**config.mk**
```make
export PLATFORM = sky130hd
export DESIGN_NAME = fft_bitrev_reorder
export DESIGN_NICKNAME = d
export VERILOG_FILES = /design/src/rtl/fft_pkg.sv /design/src/rtl/fft_pingpong_ram.sv /design/src/rtl/fft_bitrev_reorder.sv
export SDC_FILE = /design/constraint.sdc
export NUM_CORES = 1
export LEC_CHECK = 0
export CAP_MARGIN = 0
export CORE_MARGIN = 10
export CORE_UTILIZATION = 60
export CTS_BUF_LIST = sky130_fd_sc_hd__clkbuf_4 sky130_fd_sc_hd__clkbuf_8
export CTS_CLUSTER_DIAMETER = 200
export DETAILED_ROUTE_END_ITERATION = 16
export PLACE_DENSITY = 0.77
export SYNTH_ARGS = -nofsm -noshare
export SYNTH_HDL_FRONTEND = slang
export SYNTH_SLANG_ARGS = --single-unit
```
**constraint.sdc**
```tcl
create_clock -name clk -period 4.18 [get_ports clk]
set_clock_uncertainty 0.2 [all_clocks]
set_input_delay 0.836 -clock clk [delete_from_list [all_inputs] [get_ports clk]]
set_output_delay 0.836 -clock clk [all_outputs]
set_load 0.01 [all_outputs]
```
**src/rtl/fft_pkg.sv**
```systemverilog
// Shared FFT definitions: default frame geometry, sample field widths and the
// index bit-reversal used by the FFT datapath and its reorder buffer.
package fft_pkg;

    localparam int N         = 16;
    localparam int LOG2N     = 4;
    localparam int DW        = 24;
    localparam int RE_W      = DW / 2;
    localparam int IM_W      = DW - DW / 2;
    localparam int IDX_MAX_W = 10;

    // Reverses the low nbits of idx; bits above nbits come back as zero.
    function automatic logic [IDX_MAX_W-1:0] bitrev(
        input logic [IDX_MAX_W-1:0] idx,
        input int                   nbits
    );
        logic [IDX_MAX_W-1:0] r;
        r = '0;
        for (int i = 0; i < IDX_MAX_W; i++) begin
            if (i < nbits) begin
                r[i] = idx[nbits - 1 - i];
            end
        end
        return r;
    endfunction

endpackage

```
**src/rtl/fft_pingpong_ram.sv**
```systemverilog
// Two-bank sample store: synchronous write port, combinational read port.
// Contents are deliberately not reset; bank full flags in the top gate reads.
module fft_pingpong_ram
    import fft_pkg::*;
#(
    parameter int AW = 5,
    parameter int DW = fft_pkg::DW
) (
    input  logic          clk,
    input  logic          we,
    input  logic [AW-1:0] waddr,
    input  logic [DW-1:0] wdata,
    input  logic [AW-1:0] raddr,
    output logic [DW-1:0] rdata
);

    logic [DW-1:0] mem_q [2**AW];

    always_ff @(posedge clk) begin
        if (we) begin
            mem_q[waddr] <= wdata;
        end
    end

    assign rdata = mem_q[raddr];

endmodule

```
**src/rtl/fft_bitrev_reorder.sv**
```systemverilog
// Ping-pong reorder buffer: writes bit-reversed FFT output at bitrev(index),
// then streams each completed bank out in natural bin order.
module fft_bitrev_reorder
    import fft_pkg::*;
#(
    parameter int N     = fft_pkg::N,
    parameter int LOG2N = fft_pkg::LOG2N,
    parameter int DW    = fft_pkg::DW
) (
    input  logic          clk,
    input  logic          reset_n,
    input  logic [DW-1:0] din,
    input  logic          din_valid,
    input  logic          din_sop,
    output logic          din_ready,
    output logic [DW-1:0] dout,
    output logic          dout_valid,
    input  logic          dout_ready,
    output logic          dout_sop,
    output logic          dout_eop,
    output logic          sync_err
);

    localparam logic [LOG2N-1:0] LAST_IDX = LOG2N'(N - 1);

    logic [LOG2N-1:0]     wr_cnt_q, wr_cnt_d;
    logic [LOG2N-1:0]     rd_cnt_q, rd_cnt_d;
    logic                 wr_bank_q, wr_bank_d;
    logic                 rd_bank_q, rd_bank_d;
    logic [1:0]           full_q, full_d;
    logic                 in_frame_q, in_frame_d;
    logic                 sync_err_q, sync_err_d;

    logic                 wr_fire;
    logic                 rd_valid;
    logic                 rd_fire;
    logic                 ram_we;
    logic [LOG2N-1:0]     wr_idx;
    logic [IDX_MAX_W-1:0] wr_rev;
    logic [DW-1:0]        ram_rdata;

    assign din_ready = !full_q[wr_bank_q];
    assign wr_fire   = din_valid & din_ready;
    assign rd_valid  = full_q[rd_bank_q];
    assign rd_fire   = rd_valid & dout_ready;
    assign wr_rev    = bitrev(IDX_MAX_W'(wr_idx), LOG2N);

    always_comb begin
        wr_cnt_d   = wr_cnt_q;
        rd_cnt_d   = rd_cnt_q;
        wr_bank_d  = wr_bank_q;
        rd_bank_d  = rd_bank_q;
        full_d     = full_q;
        in_frame_d = in_frame_q;
        sync_err_d = 1'b0;
        ram_we     = 1'b0;
        wr_idx     = wr_cnt_q;

        if (wr_fire) begin
            if (din_sop) begin
                // A sop always restarts the bank; one arriving mid-frame flags the lost partial.
                ram_we     = 1'b1;
                wr_idx     = '0;
                wr_cnt_d   = LOG2N'(1);
                in_frame_d = 1'b1;
                sync_err_d = in_frame_q;
            end else if (in_frame_q) begin
                ram_we = 1'b1;
                if (wr_cnt_q == LAST_IDX) begin
                    full_d[wr_bank_q] = 1'b1;
                    wr_bank_d         = ~wr_bank_q;
                    wr_cnt_d          = '0;
                    in_frame_d        = 1'b0;
                end else begin
                    wr_cnt_d = wr_cnt_q + LOG2N'(1);
                end
            end else begin
                sync_err_d = 1'b1;
            end
        end

        // Reader only touches a full bank and writer only a non-full one, so these never collide.
        if (rd_fire) begin
            if (rd_cnt_q == LAST_IDX) begin
                full_d[rd_bank_q] = 1'b0;
                rd_bank_d         = ~rd_bank_q;
                rd_cnt_d          = '0;
            end else begin
                rd_cnt_d = rd_cnt_q + LOG2N'(1);
            end
        end
    end

    always_ff @(posedge clk) begin
        if (!reset_n) begin
            wr_cnt_q   <= '0;
            rd_cnt_q   <= '0;
            wr_bank_q  <= 1'b0;
            rd_bank_q  <= 1'b0;
            full_q     <= '0;
            in_frame_q <= 1'b0;
            sync_err_q <= 1'b0;
        end else begin
            wr_cnt_q   <= wr_cnt_d;
            rd_cnt_q   <= rd_cnt_d;
            wr_bank_q  <= wr_bank_d;
            rd_bank_q  <= rd_bank_d;
            full_q     <= full_d;
            in_frame_q <= in_frame_d;
            sync_err_q <= sync_err_d;
        end
    end

    fft_pingpong_ram #(
        .AW (LOG2N + 1),
        .DW (DW)
    ) u_ram (
        .clk   (clk),
        .we    (ram_we),
        .waddr ({wr_bank_q, wr_rev[LOG2N-1:0]}),
        .wdata (din),
        .raddr ({rd_bank_q, rd_cnt_q}),
        .rdata (ram_rdata)
    );

    assign dout_valid = rd_valid;
    assign dout       = rd_valid ? ram_rdata : '0;
    assign dout_sop   = rd_valid & (rd_cnt_q == '0);
    assign dout_eop   = rd_valid & (rd_cnt_q == LAST_IDX);
    assign sync_err   = sync_err_q;

endmodule

```
# Yosys cells after proc, flatten, opt, wreduce, memory -nomap -nowiden
# Memories as Yosys holds them, arrays and structs flattened.
# Index checks and enable logic that the tools add are counted.
[totals]
register_bits = 14
ramBits = 768
output_inout_bits = 29
word_cells = 66
mem_count = 1
[op_classes]
addsub = 2
order_cmp = 4
eq_ne = 2
mux = 31
bitwise_logic = 10
n_reduce_logical = 9
[mem_list]
columns = ["name", "depth", "width", "rd", "rd_ports_with_merged_regs", "wr", "line_no", "rtl"]
rows = [
  ["u_ram.mem_q", 32, 24, 1, 0, 1, "fft_pingpong_ram.sv:17", "logic [DW-1:0] mem_q [2**AW];"],
]
[ops]
columns = ["op", "n"]
rows = [
  ["2-to-1 mux 24 bit", 1],
  ["2-to-1 mux 4 bit", 6],
  ["2-to-1 mux 1 bit", 16],
  ["2-to-1 mux 2 bit", 6],
  ["adder 4 x 1 -> 4 bit, second input constant", 2],
  ["== test 4 bit, second input constant", 2],
  ["AND reduction 2 bit", 3],
  ["bitwise AND 1 bit", 4],
  ["zero test 4 bit", 1],
  ["less-than comparator 1 x 2 -> 1 bit, second input constant", 2],
  ["AND reduction 4 bit", 1],
  ["NOT 1 bit", 3],
  ["bitwise AND 2 bit", 1],
  ["demux 1 bit (select 1 bit)", 2],
  [">= comparator 1 bit, second input constant", 2],
  ["logical AND 1 bit", 2],
  ["NOT 2 bit", 1],
  ["bitwise OR 2 bit", 1],
  ["nonzero test 2 bit", 1],
  ["zero test 1 bit", 1],
]

# Depth between registers and ports, before layout
# Gate-level depths: netlist of the first run.
[depth]
ltp_word = 12
mapped_depth = 9
mapped_depth_nobuf = 5

# Cells and area by module
# A second synthesis of the first run with hierarchy kept.
[unflattened]
cells_unflattened = 1806
area_unflattened_um2 = 30944.7
[modules_own_cells]
columns = ["module", "instances", "cells_each", "area_each_um2", "seq_area_each_um2"]
rows = [
  ["fft_pingpong_ram", 1, 1687, 30002.5, 23062.1],
  ["fft_bitrev_reorder", 1, 119, 942.2, 280.3],
]

# Least setup slack after synthesis of the first run
# OpenSTA, ideal clock, no wires.
[synth_timing]
path_type = "input to register"
from = "input port din_sop"
to = "memory u_ram.mem_q[23][0] (enable)"
t_arrival_ns = 3.059
t_required_ns = 3.573
setup_slack_ns = 0.513
path_stages = 6
n_path_buf = 1
cell_sequence = "clkbuf_1 -> inv_1 -> ha_1 -> and4bb_2 -> nand3_1 -> nor2b_1"
[synth_via]
elab_chain_cells = 4
[synth_lines]
columns = ["item", "line_no", "rtl"]
rows = [
  ["start, declared", "fft_bitrev_reorder.sv:14", "input logic din_sop,"],
  ["2-to-1 mux 1 bit", "fft_bitrev_reorder.sv:60", "if (din_sop) begin"],
  ["2-to-1 mux 1 bit", "fft_bitrev_reorder.sv:59", "if (wr_fire) begin"],
  ["2-to-1 mux 1 bit", "fft_pingpong_ram.sv:20", "if (we) begin"],
  ["2-to-1 mux 1 bit (implied by the code)", "fft_pingpong_ram.sv:21", "mem_q[waddr] <= wdata;"],
  ["end, declared", "fft_pingpong_ram.sv:17", ""],
]
# Parallel ways exist; a longest one is shown, timed or not.

# Worst setup path after layout of the first run
[layout_timing]
from = "register rd_cnt_q[1]"
to = "output port dout[14]"
[layout_via]
elab_chain_cells = 2
[layout_lines]
columns = ["item", "line_no", "rtl"]
rows = [
  ["start, declared", "fft_bitrev_reorder.sv:27", "logic [LOG2N-1:0] rd_cnt_q, rd_cnt_d;"],
  ["start signal, assigned", "fft_bitrev_reorder.sv:105", "rd_cnt_q <= rd_cnt_d;"],
  ["memory read (32 x 24 bit)", "n/a", ""],
  ["2-to-1 mux 24 bit", "fft_bitrev_reorder.sv:127", "assign dout = rd_valid ? ram_rdata : '0;"],
  ["end, declared", "fft_bitrev_reorder.sv:16", "output logic [DW-1:0] dout,"],
]
# No other way between the ends.

==> results of run 1 <==
## cell usage in the layout (no fill, tap or decap), drive strengths merged, types with 19 or more instances in the layout
master           n
o21ai           19
nor2b           33
buf            126
a21oi           29
or2             19
a211oi          27
mux2            48
mux4           131
clkinv          40
mux2i           88
clkdlybuf4s50   33
o221ai          23
clkbuf         166
nor2            37
a22oi           24
edfxtp         768
## final timing paths
path | endpoint | startpoint | slack [ps]
worst min-delay path | in_frame_q | in_frame_q | 340
worst min register to register | in_frame_q | in_frame_q | 340
worst max register to register | u_ram.mem_q[27][7] | wr_bank_q | 850
worst max-delay path | dout[14] | rd_cnt_q[1] | 70
## kinds of logic (layout without fill, tap and decap cells)
group	after synthesis	after routing	synth area share, %
AO/OA/AOI/OAI	184	184	4.43
XOR/XNOR	4	4	0.114
adder cells (fa/ha/maj)	5	5	0.204
buffers and inverters	90	399	1.78
flip-flops	782	782	76.2
multiplexers	267	267	14.5
other	0	1	0
AND/OR/NAND/NOR	153	153	2.81
## metrics by stage
stage	setup TNS [ps]	total power [mW]
6_report	0	14.9
5_1_grt	-89.7	15.4
4_1_cts	-26.2	15.0
3_5_place_dp	0	9.04
3_3_place_gp	0	9.02
2_1_floorplan	0	8.86
## cell type report
cell class	instances	area (um2)
Timing Repair Buffer	183	2080
Clock inverter	47	300
Tap cell	672	841
Multi-Input combinational cell	613	7080
Clock buffer	163	1970
Antenna cell	1	2.50
Inverter	6	22.5
Fill cell	2959	14600
Sequential cell	782	23400
## power by group through the flow
stage | sequential (mW) | clock (mW) | combinational (mW)
6_report | 8.65 | 6.05 | 0.230
5_1_grt | 8.64 | 6.47 | 0.246
4_1_cts | 8.65 | 6.11 | 0.228
3_5_place_dp | 8.81 | 0 | 0.225
3_3_place_gp | 8.81 | 0 | 0.213
2_1_floorplan | 8.80 | 0 | 0.0529
## flip-flops by register name, summed over array words and instances, names as in the netlist
name	count
in_frame_q	1
u_ram.mem_q	768
sync_err	1
full_q	2
wr_bank_q	1
rd_bank_q	1
rd_cnt_q	4
wr_cnt_q	4
## per-layer routing
layer	up-vias	track usage, %
met3	158	5.77
met1	8394	33.4
li1	6676	-
met4	2	9.20
met5	-	0
met2	935	39.2
## timing repair
action / in CTS / in global routing
resized for setup: 71 / 25
buffers inserted: 12 / 0
pin swaps: 6 / 4
gates cloned: 2 / 0
endpoints found under the setup margin: 25 / 15
hold endpoints to repair: 0 / 0
## worst max-delay path, stage by stage, from the launching register on
cell,delay (ps)
dfxtp_4,360
buf_4,190
buf_8,180
or3b_1,420
buf_4,200
o221ai_1,250
a21oi_2,120
a2111oi_2,410
buf_2,200
==> metrics.md, run 1 <==
| Metric | Value |
|---|---|
| Area grow syn2layout | 16.4% |
| Clock Tree Buf Depth | 3 |
| Pleak | 11.1 nW |
| Largest net degree at the start of global routing | 33 |
| Hold path cells | 2 |
| Sw frac | 20.2% |
| Clk pin slew, worst setup/hold paths | 70 ps |
| Pre-CTS setup slack | 96.5 ps |
| Async set or reset register ratio after synthesis | 0% |
| GPL Wtd Cong | 0.905 |
| Period utilization | between 90% and 100% |
| Post-synth EDFFs | between 700 and 800 |
| Met3 WL | 7.05 mm |
| Leading area contributor after synthesis | edfxtp_1 |
| CTS tree | built |
| Layout Nets | 1736 |
| Data required, critical path | ~3100 ps |
| Pwr per Cell Area | 419 nW/um2 |
| Vias in the first global route | 16500 |
| Yosys reg bits | 782 |
| Synthesized area | 30600 um2 |
| Starting Density | about three fifths |
| Final WS setup | between 70 and 80 ps |
| Endpoints failing setup | 0 |
| Synth top area share | around three quarters |
| Synth top cells by count | edfxtp_1, mux4_2, mux2i_1, mux2_2, nor2_1 |
| Final Max Slew Viols | 0 |
| Initial antenna violation count | 4 |
| Via Count | about 16000 |
| P_sw | 3.01 mW |
| Uppermost layer routed | met5 |
| Met1 WL | 28.5 mm |
| Clock power share | 40.5% |
| Primary FF master, synth | edfxtp_1 |
| Max rail drop VDD | 0.000306 V |
| Hold Crit Class | reg2reg |
| IO Port Bufs | 57 |
| CTS Sinks | between 700 and 800 |
| Synth unique cells | a little under 60 |
| Router iterations before antenna repair | 6 |
| Core area | 50300 um2 |
| Mapped Nets | 1519 |
| P_int | about 12 mW |
| Syn Inst Count | roughly 1500 |
| Io pins | 58 |
| Std-Cell Rows | 82 |
| Worst Tran Pin Value | 1340 ps |
| Post-Layout Cell Count | 2467 |
| Synth area leaders | edfxtp_1, mux4_2, mux2i_1 |
| Placed inst area | 33000 um2 |
| Fin crit period | 4110 ps |
| DRC Markers | 0 |
| First-pass GRT wire length | 109 mm |
| Fin Hold WS | 338 ps |
| Share of cells above drive strength 1 | approximately a third |
| Worst setup EP type | output port |
| Unrepaired setup endpoints after global routing | true |
| Avg Cell Area, Syn | 20.6 um2 |
| Reg2reg path depth | 5 |
| Top-count cell post-synth | edfxtp_1 |
| DPL Wire Length | 42.8 mm |
| Critical Path AT | 3070 ps |
| Sequential Power Share | 57.9% |
| Max Clk Rate | roughly 240 MHz |
| Fin area | 35700 um2 |
| Yosys warns | 0 |
| CP Max Fanout | 17 |
| Final core utilization | 70.9% |
| Logic pwr share | 1.5% |
| Grt ovf | 0 |
| DIE AREA | 60500 um2 |
| Root Buffer Master | clkbuf_8 |
| Drt wl/cell | 30.1 um |
| H-tree level count | 3 |
| Final hold violation count | 0 |
| Setup crit start kind | register |
| Post-Route WL | 74.3 mm |
| Tot GR Track Use | 24.8% |
| Hold Buf Count CTS | 0 |
| Slew headroom | around 10% |
| Status | finished clean |
| Metal2 WL | 36.4 mm |
| Placed cell count | approximately 2200 |
| Critical path class | reg2out |
| Die Y | 246 um |
| Sequential fraction of the synthesis area | 76.2% |
| Die width | between 200 and 250 um |
| Iteration-0 DRC Markers | 1946 |
| Max_cap viols | 0 |
| ANT nets after route | 0 |
| TritonCTS Buffers | roughly 120 |
| Worst skew pair latency | approximately 730 ps |
| Routed vias/inst | 6.55 |
Note: power is estimated with default switching activity, not from simulation.
==> run 2, diff against run 1 <==
Settings changed: CORE_UTILIZATION 60 to 50, PLACE_DENSITY 0.77 to 0.66.
==> metrics.md, run 2 (synthesis gave the netlist of run 1 again) <==
| Metric | Value |
|---|---|
| Status | finished clean |
| Hold_sp | in_frame_q |
| Commonest non-fill, non-tap cell in the layout | edfxtp_1 |
| Core area | 60500 um2 (+20%) |
| Pwr per Cell Area | 424 nW/um2 (+1.2%) |
| Slowest stage delay, CP | 470 ps (+50 ps) |
| GPL Wtd Cong | 0.839 (-7.3%) |
| Fin Hold WS | 348 ps (+10.0 ps) |
| Largest registers | u_ram.mem_q (768), rd_cnt_q (4), wr_cnt_q (4) |
| Period utilization | 97.4% (-0.76 points) |
| Sw frac | 20.4% (+0.17 points) |
| Largest net degree at the start of global routing | 61 (+85%) |
| Critical Path AT | 3040 ps (-30 ps) |
| Final WS setup | 107 ps (+31.9 ps) |
| Crit-path cells | buf_6, buf_8, or3b_4, o221ai_1, a21oi_1, a2111oi_1, dlygate4sd2_1 |
| CTS tree | built |
| Diode count | 0 (-1) |
| Commonest cells after routing, fill and taps aside | edfxtp_1, clkbuf_8, mux4_2 |
| DPL Wire Length | 43.3 mm (+1.1%) |
| Worst skew pair latency | 710 ps (-20 ps) |
| Die width | 268 um (+8.8%) |
| Initial antenna violation count | 5 (+1) |
| Worst Tran Pin Value | 1330 ps (-8.02 ps) |
| Max Clk Rate | 246 MHz (+0.78%) |
| Layout Nets | 1755 (+1.1%) |
| Critical path class | reg2out |
| Slowest stage cell, crit path | a2111oi_1 |
| Unrepaired setup endpoints after global routing | true |
| Setup crit start kind | register |
| Pre-CTS setup slack | 265 ps (+169 ps) |
| DIE AREA | 71600 um2 (+18%) |
| CTS Sinks | 782 (unchanged) |
| Largest register by flop count | u_ram.mem_q |
| Max rail drop VDD | 0.000296 V (-3.3%) |
| Reg2reg path depth | 5 (unchanged) |
| Die Y | 268 um (+8.8%) |
| IO Port Bufs | 57 (unchanged) |
| Max_cap viols | 0 (unchanged) |
| Drt wl/cell | 28.6 um (-4.9%) |
| ANT nets after route | 0 (unchanged) |
| TritonCTS Buffers | 120 (+3.4%) |
| Share of cells above drive strength 1 | 32.7% (-0.18 points) |
| Slew headroom | 10.8% (+0.54 points) |
| Reg2Reg Capture Point | u_ram.mem_q[28][17] |
| Area of the multi-input gates | 7080 um2 (unchanged) |
| Tot GR Track Use | 20.9% (-3.8 points) |
| DRC Markers | 0 (unchanged) |
| CP Max Fanout | 12 (-5) |
| Logic pwr share | 1.6% (about the same) |
| Fin crit period | 4070 ps (-31.9 ps) |
| Io pins | 58 (unchanged) |
| Pwr Total | 15.3 mW (+2.3%) |
| Grt ovf | 0 (unchanged) |
| First-pass GRT wire length | 109 mm (-0.56%) |
| Clk pin slew, worst setup/hold paths | 60 ps (about the same) |
| Final Max Slew Viols | 0 (unchanged) |
| Routed vias/inst | 6.08 (-7.3%) |
| Filler instances | 4311 (+46%) |
| Worst setup EP type | output port |
| Hold worst-path end | in_frame_q |
| Data required, critical path | 3140 ps (about the same) |
| Post-Route WL | 74.6 mm (+0.35%) |
| Router iterations before antenna repair | 5 (-1) |
| Final hold violation count | 0 (unchanged) |
| Starting Density | 50.7% (-10 points) |
| P_int | 12.2 mW (+2.1%) |
| Hold Crit Class | reg2reg |
| Vias in the first global route | 16100 (-2.8%) |
| Clock power share | 41.8% (+1.3 points) |
| Iteration-0 DRC Markers | 1608 (-17%) |
| H-tree level count | 3 (unchanged) |
| Root Buffer Master | clkbuf_8 |
| Reg area | 23400 um2 (about the same) |
| Sequential Power Share | 56.6% (-1.3 points) |
| Pleak | 11.3 nW (+1.8%) |
| Max reg flops | 768 (unchanged) |
| Endpoints failing setup | 0 (unchanged) |
| Hold path cells | 2 (unchanged) |
| P_sw | 3.11 mW (+3.2%) |
| Via Count | 15800 (-2.1%) |
| Area grow syn2layout | 17.7% |
| Clock Tree Buf Depth | 3 (unchanged) |
| Std-Cell Rows | 90 (+9.8%) |
| R2R Path Start | wr_bank_q |
| Flop2flop setup slack | 970 ps (+120 ps) |
## run 2: changes by cell type in the layout (fill, tap and decap cells not counted), moves of 3 or more
cell           previous run  this run
clkbuf_4                 44        32
buf_4                    77        87
nor2_2                   29        25
buf_12                   40        32
bufinv_16                 3         7
nor2_4                    0         3
clkbuf_8                119       123
buf_16                    1         4
clkinv_1                 21        31
buf_6                     3        14
clkinv_2                 19        26
dlygate4sd2_1            16        20
## run 2: layout make-up
cell class	count	share of cell area, %
clock buffers	155	5.36
clock inverters	68	1.39
inverters	6	0.0625
multi-input cells	614	19.6
flip-flops and latches	782	64.8
well taps	782	2.71
repair buffers	197	6.05
## run 2: worst max-delay path by stage
| stage | slack, ps | cells after the start | end | from |
|---|---|---|---|---|
| 2_1_floorplan | 510 | 6 | u_ram.mem_q[23][0] | din_sop |
| 3_3_place_gp | 300 | 6 | dout[1] | rd_cnt_q[1] |
| 3_5_place_dp | 270 | 6 | dout[1] | rd_cnt_q[1] |
| 4_1_cts | 4 | 9 | dout[21] | rd_cnt_q[1] |
| 5_1_grt | -20 | 8 | dout[17] | rd_cnt_q[1] |
| 6_report | 110 | 7 | dout[18] | rd_cnt_q[1] |
## run 2: routing by layer
layer | part of all wire [%] | global-route usage [%] | vias up
li1 | - | - | 6719
met1 | 41 | 28.5 | 8235
met2 | 48 | 33.1 | 718
met3 | 8.1 | 4.83 | 144
met4 | 3.0 | 7.07 | 4
met5 | 0.034 | 0 | -
## run 2: timing repair
action,CTS,global route
setup endpoints to repair,24,15
hold endpoints to repair,0,0
cloned,3,0
pin swaps,8,4
hold buffers,0,0
resized for setup,73,24
setup buffers,23,8
## run 2: through the flow
step	TNS, ps	utilization (%)	instances	area (um2)
after global routing	-22.9	59.6	2604	36100
after detailed placement	0	54.5	2348	33000
after floorplan	0	-	1485	30600
final	0	59.6	2604	36100
after CTS	0	59.4	2597	35900
after global placement	0	54.5	2348	33000
## run 2: power groups by stage
| stage | clock (mW) | sequential, mW | combinational [mW] |
|---|---|---|---|
| after global routing | 6.90 | 8.64 | 0.258 |
| after detailed placement | 0 | 8.81 | 0.239 |
| final | 6.39 | 8.64 | 0.241 |
| after global placement | 0 | 8.81 | 0.228 |
| after floorplan | 0 | 8.80 | 0.0529 |
| after CTS | 6.53 | 8.64 | 0.241 |
## run 2: critical path, delay by kind of cell, from the launching register on
family	cells	cell delay, ps
AND/OR/NAND/NOR	1	450
buffers and inverters	3	690
AO/OA/AOI/OAI	3	810
flip-flops	1	360
